**src/rtl/stage_sequencer.sv**
```systemverilog
// Stage sequencer: runs a multi-stage game through play, between-stage
// result screen and win/lose end states, and keeps score and money.
//
// state  | meaning
// -------+------------------------------------------------------------
// IDLE   | waiting for the first startPulse after reset
// PLAY   | stage block enabled, points accepted, waiting for stageEnded
// RESULT | between-stage result screen, counting down whole seconds
// WON    | last stage passed, totals frozen until startPulse
// LOST   | a stage failed, totals frozen until startPulse
module stage_sequencer #(
  parameter int          NUM_LEVELS     = 4,
  parameter int          RESULT_SECONDS = 3,
  parameter logic [19:0] SCORE_MAX      = 20'hFFFFF
) (
  input  logic        clk,
  input  logic        reset,
  input  logic        startPulse,
  input  logic        oneSecPulse,
  input  logic        stageEnded,
  input  logic        stagePassed,
  input  logic [19:0] scoreIncrease,
  output logic        levelEnable,
  output logic        cycleLevel,
  output logic [3:0]  levelIndex,
  output logic [19:0] score,
  output logic [19:0] money,
  output logic [7:0]  resultCountdown,
  output logic [2:0]  gameState
);

  typedef enum logic [2:0] {
    IDLE   = 3'd0,
    PLAY   = 3'd1,
    RESULT = 3'd2,
    WON    = 3'd3,
    LOST   = 3'd4
  } stateT;

  localparam logic [3:0] LAST_LEVEL  = 4'(NUM_LEVELS - 1);
  localparam logic [7:0] RESULT_LOAD = 8'(RESULT_SECONDS);

  stateT       state, stateNext;
  logic [3:0]  levelNext;
  logic [19:0] scoreNext, moneyNext;
  logic [7:0]  countNext;
  logic        cycleNext;
  logic [20:0] scoreSum, moneySum;

  // Clamp a 21-bit sum to the ceiling so totals never wrap.
  function automatic logic [19:0] saturate(input logic [20:0] sum);
    if (sum > {1'b0, SCORE_MAX}) return SCORE_MAX;
    return sum[19:0];
  endfunction

  assign scoreSum  = {1'b0, score} + {1'b0, scoreIncrease};
  assign moneySum  = {1'b0, money} + {1'b0, scoreIncrease};
  assign gameState = state;

  // State register and all registered outputs.
  always_ff @(posedge clk or posedge reset) begin
    if (reset) begin
      state           <= IDLE;
      levelEnable     <= 1'b0;
      cycleLevel      <= 1'b0;
      levelIndex      <= 4'd0;
      score           <= 20'd0;
      money           <= 20'd0;
      resultCountdown <= 8'd0;
    end else begin
      state           <= stateNext;
      levelEnable     <= (stateNext == PLAY);
      cycleLevel      <= cycleNext;
      levelIndex      <= levelNext;
      score           <= scoreNext;
      money           <= moneyNext;
      resultCountdown <= countNext;
    end
  end

  // Next-state and next-output decode; everything holds unless a state acts.
  always_comb begin
    stateNext = state;
    levelNext = levelIndex;
    scoreNext = score;
    moneyNext = money;
    countNext = resultCountdown;
    cycleNext = 1'b0;
    case (state)
      IDLE, WON, LOST: begin
        if (startPulse) begin
          stateNext = PLAY;
          levelNext = 4'd0;
          scoreNext = 20'd0;
          moneyNext = 20'd0;
          countNext = 8'd0;
        end
      end
      PLAY: begin
        // Points in the stageEnded cycle still count.
        scoreNext = saturate(scoreSum);
        moneyNext = saturate(moneySum);
        if (stageEnded) begin
          if (!stagePassed) begin
            stateNext = LOST;
          end else if (levelIndex >= LAST_LEVEL) begin
            stateNext = WON;
          end else begin
            stateNext = RESULT;
            countNext = RESULT_LOAD;
          end
        end
      end
      RESULT: begin
        // startPulse and the final second share one exit path, so both
        // together still advance the level only once.
        if (startPulse || (oneSecPulse && resultCountdown <= 8'd1)) begin
          stateNext = PLAY;
          countNext = 8'd0;
          cycleNext = 1'b1;
          if (levelIndex < LAST_LEVEL) levelNext = levelIndex + 4'd1;
        end else if (oneSecPulse) begin
          countNext = resultCountdown - 8'd1;
        end
      end
      default: begin
        stateNext = IDLE;
      end
    endcase
  end

endmodule

```
**config.mk**
```make
export PLATFORM = sky130hd
export DESIGN_NAME = stage_sequencer
export DESIGN_NICKNAME = d
export VERILOG_FILES = /design/src/rtl/stage_sequencer.sv
export SDC_FILE = /design/constraint.sdc
export NUM_CORES = 1
export LEC_CHECK = 0
export BUFFER_PORTS_ARGS = -buffer_cell sky130_fd_sc_hd__buf_2
export CELL_PAD_IN_SITES_DETAIL_PLACEMENT = 1
export CELL_PAD_IN_SITES_GLOBAL_PLACEMENT = 1
export CORE_MARGIN = 5
export CORE_UTILIZATION = 46
export CTS_CLUSTER_DIAMETER = 120
export CTS_CLUSTER_SIZE = 24
export DETAILED_ROUTE_END_ITERATION = 6
export GPL_ROUTABILITY_DRIVEN = 0
export GPL_TIMING_DRIVEN = 0
export PLACE_DENSITY = 0.86
export SYNTH_ARGS = -nofsm -noshare
export SYNTH_HDL_FRONTEND = slang
export SYNTH_SLANG_ARGS = --single-unit
```
**constraint.sdc**
```tcl
create_clock -name clk -period 6.9 [get_ports clk]
set_input_delay 0.69 -clock clk [delete_from_list [all_inputs] [get_ports clk]]
set_output_delay 0.69 -clock clk [all_outputs]
set_load 0.005 [all_outputs]
```
==> results_dict.tcl, run 1 <==
set metrics [dict create \
    cts_buffers 9 \
    async_flop_share_pct 100 \
    hold_class "input port to async pin" \
    clock_path_buffers 2 \
    p_leak_nw 2.52 \
    finalSetupViolCount 0 \
    syn_to_final_growth_pct 16.5 \
    grt_usage_pct 27.2 \
    cts_sinks 57 \
    clockPowerShare_pct 9.9 \
    drc 0 \
    min_period_over_period_pct 46.9 \
    core_sq_um 9730 \
    clk_pin_slew_ns 0.07 \
    final_cell_mix "buf_2 (81), a21oi_1 (76), dfrtp_1 (57)" \
    hold_violations 0 \
    clock_latency_ns 0.36 \
    cts_tree "yes" \
    cts_root_buf "clkbuf_8" \
    antenna_found_initial 0 \
    holdBufCountCts 0 \
    fill_cells 1231 \
    mostFrequentLayoutCell "buf_2" \
    h-tree-depth 3 \
    period_needed_ns 3.24 \
    p_int_mw 1.43 \
    crit_path_top_delay_cell "o31ai_1" \
    boundaryPins 83 \
    dp_hpwl_mm 12.1 \
    layout-drive-gt1-share_pct 19.5 \
    path_delay_family "compound AO/OA/AOI/OAI gates" \
    final_antenna_net_count 0 \
    cts_resized 0 \
    comb_power_share_pct 68.3 \
    start_kind "input port" \
    total_power_mw 2.90 \
    drv_cap 0 \
    firstDrtPassIters 5 \
    grt_max_degree 33 \
    num_rows 36 \
    grt_pass1_vias 4815 \
    synth_edf_count 0 \
    outcome "completed" \
    synth_area_per_cell_sq_um 8.66 \
    crit_fanout 10 \
    fin_skew_ns 0.0108 \
    setup.worst_path.class "input port to flop" \
    grt_pass1_wl_mm 25.0 \
    synth_area_leader_cell "dfrtp_1" \
    worst_slew_pin_slew_ns 0.763 \
    dieArea_sq_um 12100 \
    synth-main-ff-cell "dfrtp_1" \
    antenna_cells 0 \
    synth_fp_nets 600 \
    vias 4570 \
    die_y_microns 110 \
    slew_headroom_pct 49.1 \
    cp_slowest_stage_delay_ns 0.53 \
    ys_ff_latch 57 \
    rsz0062_at_grt "no" \
    fin_setup_tns_ns 0 \
    vias_per_cell 6.03 \
    post_synth_inst_count 529 \
    wl_mm 15.7 \
    syn_area_sq_um 4580 \
    wl_per_cell_microns 20.8 \
    cp_num_buf_inv 2 \
    powerDensity_nw_per_um2 544 \
    sw_frac_of_total_pct 50.8 \
    max_freq_mhz 309 \
    p_sw_mw 1.48 \
    arrival_ns 3.52 \
    pwr-share-seq_pct 21.8 \
    yosys_warnings 0 \
    cp-end-kind "flop" \
    io_buffers 81 \
    synth_area_leaders "dfrtp_1 (31%), ha_1 (12%), a21oi_1 (8.3%)" \
    synth_top_area_share_pct 31.1 \
    crit_chain "buf_2 > ha_1 > inv_1 > fa_1 > nand2b_1 > a21oi_1 > a41oi_1 > o31ai_1 > a311o_2 > nor2_4 > a21oi_1" \
    overflow 0 \
    critPathRequiredTime_ns 7.18 \
    postCtsSetupBuffers 0 \
    start_util_pct 47.1 \
    chipWidth_microns 110 \
    ys_seq_area_share_pct 31.1 \
    fin_nets 693 \
    vdd_ir_drop_max_mv 0.222 \
    first_iter_violations 266 \
    cp_common_cell "a21oi_1" \
    maxSlewViolCount 0 \
    synth.distinct_cells 63 \
]
==> cells in the mapped netlist (all sizes together), types with 4 or more instances <==
library cell / count
o21ai: 38
a31oi: 15
a211oi: 4
nor2: 32
nor2b: 9
mux2i: 6
and3: 6
nand2b: 9
a21o: 12
clkbuf: 21
inv: 18
o31ai: 5
nand2: 36
nand4: 6
xor2: 14
ha: 43
o211ai: 6
dfrtp: 57
nand3: 20
xnor2: 13
and2: 9
or3: 4
o21bai: 12
a21oi: 82
==> power by group through the flow <==
stage	Sequential, mW	Combinational (mW)	Clock, mW
finish	0.633	1.98	0.288
global route	0.650	2.18	0.309
CTS	0.630	1.97	0.291
detailed placement	0.634	1.94	0
global placement	0.623	1.84	0
floorplan	0.611	1.37	0
==> worst paths after layout <==
check	from	end	slack (ns)	depth (start not counted)
min in group clk	resultCountdown[6]	resultCountdown[6]	0.53	2
max in group asynchronous	reset	score[6]	5.89	3
min reg2reg	resultCountdown[6]	resultCountdown[6]	0.53	2
max	scoreIncrease[0]	score[0]	3.66	11
max reg2reg	score[0]	score[0]	3.70	10
min	reset	money[15]	0.41	2
==> final cells by class <==
type                       instances  area, sq um  area share [%]
multi-input combinational        430         2980            55.9
clock buffer                      14          163            3.05
buffer                            24          105            1.97
tap                              133          166            3.12
timing repair buffer              82          425            7.98
sequential                        57         1430            26.7
inverter                          18         67.6            1.27
==> sequential cells by signal, indices dropped and copies added, names as in the netlist <==
register and flops:
levelEnable 1, gameState 3, resultCountdown 8, score 20, levelIndex 4, cycleLevel 1
money 20
==> routing by layer <==
metal | vias up | track usage, % | wire (microns)
met5 | - | 0 | 0
met4 | 0 | 11.0 | 442
met3 | 36 | 4.17 | 709
met2 | 128 | 45.8 | 7600
met1 | 2270 | 34.9 | 6990
li1 | 2136 | - | -
==> cell families (layout without fill, tap and decap cells) <==
family,Yosys count,in the layout,share of synthesized area (%)
mux,7,7,1.64
fa+ha+maj,45,45,12.6
buf+inv,42,138,3.77
flops,57,57,31.1
xor+xnor,27,27,5.16
simple gates,142,142,15.9
compound gates,209,209,29.8
==> per-stage QoR <==
| step | cell area [sq um] | cells | utilization, % | hold WS (ns) | worst slack, ns |
|---|---|---|---|---|---|
| after floorplan | 4580 | 529 | - | 0.512 | 4.01 |
| after global placement | 5150 | 743 | 52.9 | 0.512 | 3.43 |
| after detailed placement | 5170 | 744 | 53.2 | 0.519 | 3.36 |
| after CTS | 5330 | 758 | 54.8 | 0.435 | 3.71 |
| after global routing | 5330 | 758 | 54.8 | 0.472 | 3.38 |
| final | 5330 | 758 | 54.8 | 0.412 | 3.66 |
(Power assumes the default switching activity.)
==> inputs of run 2 (changes only) <==
- CORE_UTILIZATION: 46 -> 43
- PLACE_DENSITY: 0.86 -> 0.81
- clock period: 6.9 -> 3.3 ns (I/O delays scaled with it)
==> run 2 against run 1 <==
Flip-flop and latch count unchanged. Critical endpoint is now score[1]. Wire length down 1.8%. Combinational power up 110%. Clock power up 120%. Via count down 0.57%. Sequential power up 110%. Sequential share of layout area down 0.10 points.
==> results_dict.tcl, run 2 (synthesis results as in run 1) <==
set metrics [dict create \
    num_rows 37 \
    die_y_microns 113 \
    cp_common_cell "a21oi_1" \
    mostFrequentLayoutCell "buf_2" \
    sw_frac_of_total_pct 50.8 \
    cp-end-kind "flop" \
    grt_usage_pct 24.3 \
    clk_pin_slew_ns 0.08 \
    final-seq-area_sq_um 1430 \
    wl_per_cell_microns 20.3 \
    cts_buffers 9 \
    start_kind "flop" \
    cts_root_buf "clkbuf_8" \
    boundaryPins 83 \
    fin_setup_tns_ns 0 \
    endpoint "score[1]" \
    p_int_mw 2.99 \
    min_period_over_period_pct 91.5 \
    clock_latency_ns 0.38 \
    clock_path_buffers 2 \
    layout-drive-gt1-share_pct 20.1 \
    hold_class "input port to async pin" \
    final_cells 763 \
    placed_area_sq_um 5170 \
    overflow 0 \
    core_sq_um 10400 \
    p_leak_nw 2.53 \
    slew_headroom_pct 47.5 \
    fin_nets 693 \
    cp.depth 10 \
    final_cell_mix "buf_2 (81), a21oi_1 (76), dfrtp_1 (57)" \
    vdd_ir_drop_max_mv 0.502 \
    finalSetupViolCount 0 \
    cts_tree "yes" \
    critPathRequiredTime_ns 3.60 \
    firstDrtPassIters 6 \
    antenna_cells 0 \
    h-tree-depth 3 \
    crit-reg2reg-capture "score[1]" \
    comb_power_share_pct 68.0 \
    rsz0062_at_grt "no" \
    crit_start "score[0]" \
    fin_area_sq_um 5350 \
    grt_pass1_wl_mm 24.6 \
    cp_num_buf_inv 1 \
    max_freq_mhz 331 \
    fill_cells 1296 \
    maxSlewViolCount 0 \
    wl_mm 15.5 \
    fin_skew_ns 0.0119 \
    io_buffers 81 \
    p_sw_mw 3.09 \
    powerDensity_nw_per_um2 1140 \
    crit_fanout 10 \
    cts_sinks 57 \
    drc 0 \
    r2r_slack_ns 0.28 \
    syn_to_final_growth_pct 16.9 \
    grt_pass1_vias 4777 \
    holdBufCountCts 0 \
    dieArea_sq_um 12800 \
    rr_worst_depth 10 \
    start_util_pct 44.2 \
    drv_cap 0 \
    crit_chain "ha_1 > inv_1 > fa_1 > nand2b_1 > a21oi_1 > a41oi_1 > o31ai_2 > a311o_2 > nor2_4 > a21oi_1" \
    largest_registers "money x20, score x20, resultCountdown x8" \
    vias_per_cell 5.96 \
    cp_slowest_stage_delay_ns 0.41 \
    crit_path_top_delay_cell "o31ai_2" \
    worst_slew_pin_slew_ns 0.787 \
    hold_violations 0 \
    chipWidth_microns 113 \
    outcome "completed" \
    arrival_ns 3.32 \
    place_inst 747 \
    first_iter_violations 265 \
    final_antenna_net_count 0 \
    path_delay_family "compound AO/OA/AOI/OAI gates" \
    dp_hpwl_mm 11.9 \
    period_needed_ns 3.02 \
    vias 4544 \
    clockPowerShare_pct 10.4 \
    timing.rr.start "score[0]" \
    multiInputGateArea_sq_um 2990 \
    antenna_found_initial 0 \
    grt_max_degree 30 \
    setup.worst_path.class "flop to flop" \
    pwr-share-seq_pct 21.6 \
]
==> run 2: cell types whose count changed in the layout (fill, tap and decap cells not counted), sizes merged <==
cell and delta:
clkinv +3, clkbuf -1
==> run 2: repair_timing <==
item / in CTS / in global routing
resized for setup: 0 / 1
setup endpoints to repair: 0 / 20
setup buffers: 0 / 0
==> run 2: worst reg2reg max path, cell delays in order (launching register included) <==
cell      delay, ns
dfrtp_1        0.40
ha_1           0.22
inv_1          0.06
fa_1           0.39
nand2b_1       0.17
a21oi_1        0.27
a41oi_1        0.30
o31ai_2        0.41
a311o_2        0.40
nor2_4         0.12
a21oi_1        0.20
==> run 2: area by class of cell <==
type | instances | area share, %
timing repair buffer | 82 | 7.95
buffer | 24 | 1.96
clock buffer | 13 | 2.97
multi-input combinational | 430 | 55.8
clock inverter | 3 | 0.280
inverter | 18 | 1.26
tap | 136 | 3.18
sequential | 57 | 26.6
==> run 2: how the worst min path moves through the flow <==
stage / from / end / slack (ns) / cells past startpoint
after floorplan: stageEnded / gameState[2] / 0.50 / 2
after global placement: resultCountdown[6] / resultCountdown[6] / 0.51 / 2
after detailed placement: reset / money[10] / 0.47 / 2
after CTS: reset / money[2] / 0.08 / 2
after global routing: reset / money[7] / 0.13 / 2
final: reset / money[2] / 0.06 / 2
==> run 2: power groups by stage <==
| stage | logic (mW) | clock network (mW) | registers [mW] |
|---|---|---|---|
| 4_1_cts | 4.10 | 0.634 | 1.32 |
| 2_1_floorplan | 2.87 | 0 | 1.28 |
| 3_5_place_dp | 4.05 | 0 | 1.33 |
| 6_report | 4.13 | 0.632 | 1.32 |
| 3_3_place_gp | 3.87 | 0 | 1.31 |
| 5_1_grt | 4.54 | 0.668 | 1.36 |
==> run 2: stage by stage <==
step / hold slack (ns) / utilization, % / worst slack, ns / total power, mW
2_1_floorplan: 0.502 / - / 0.723 / 4.14
3_3_place_gp: 0.511 / 49.7 / 0.172 / 5.18
3_5_place_dp: 0.473 / 49.9 / 0.102 / 5.38
4_1_cts: 0.0779 / 51.6 / 0.133 / 6.05
5_1_grt: 0.126 / 51.6 / 0.0217 / 6.56
6_report: 0.0605 / 51.6 / 0.281 / 6.08
==> run 2: per-layer routing <==
metal	track usage, %	up-vias	wire (microns)
li1	-	2144	-
met1	30.6	2257	6840
met2	41.2	119	7520
met3	4.44	24	784
met4	9.78	0	320
met5	0	-	0
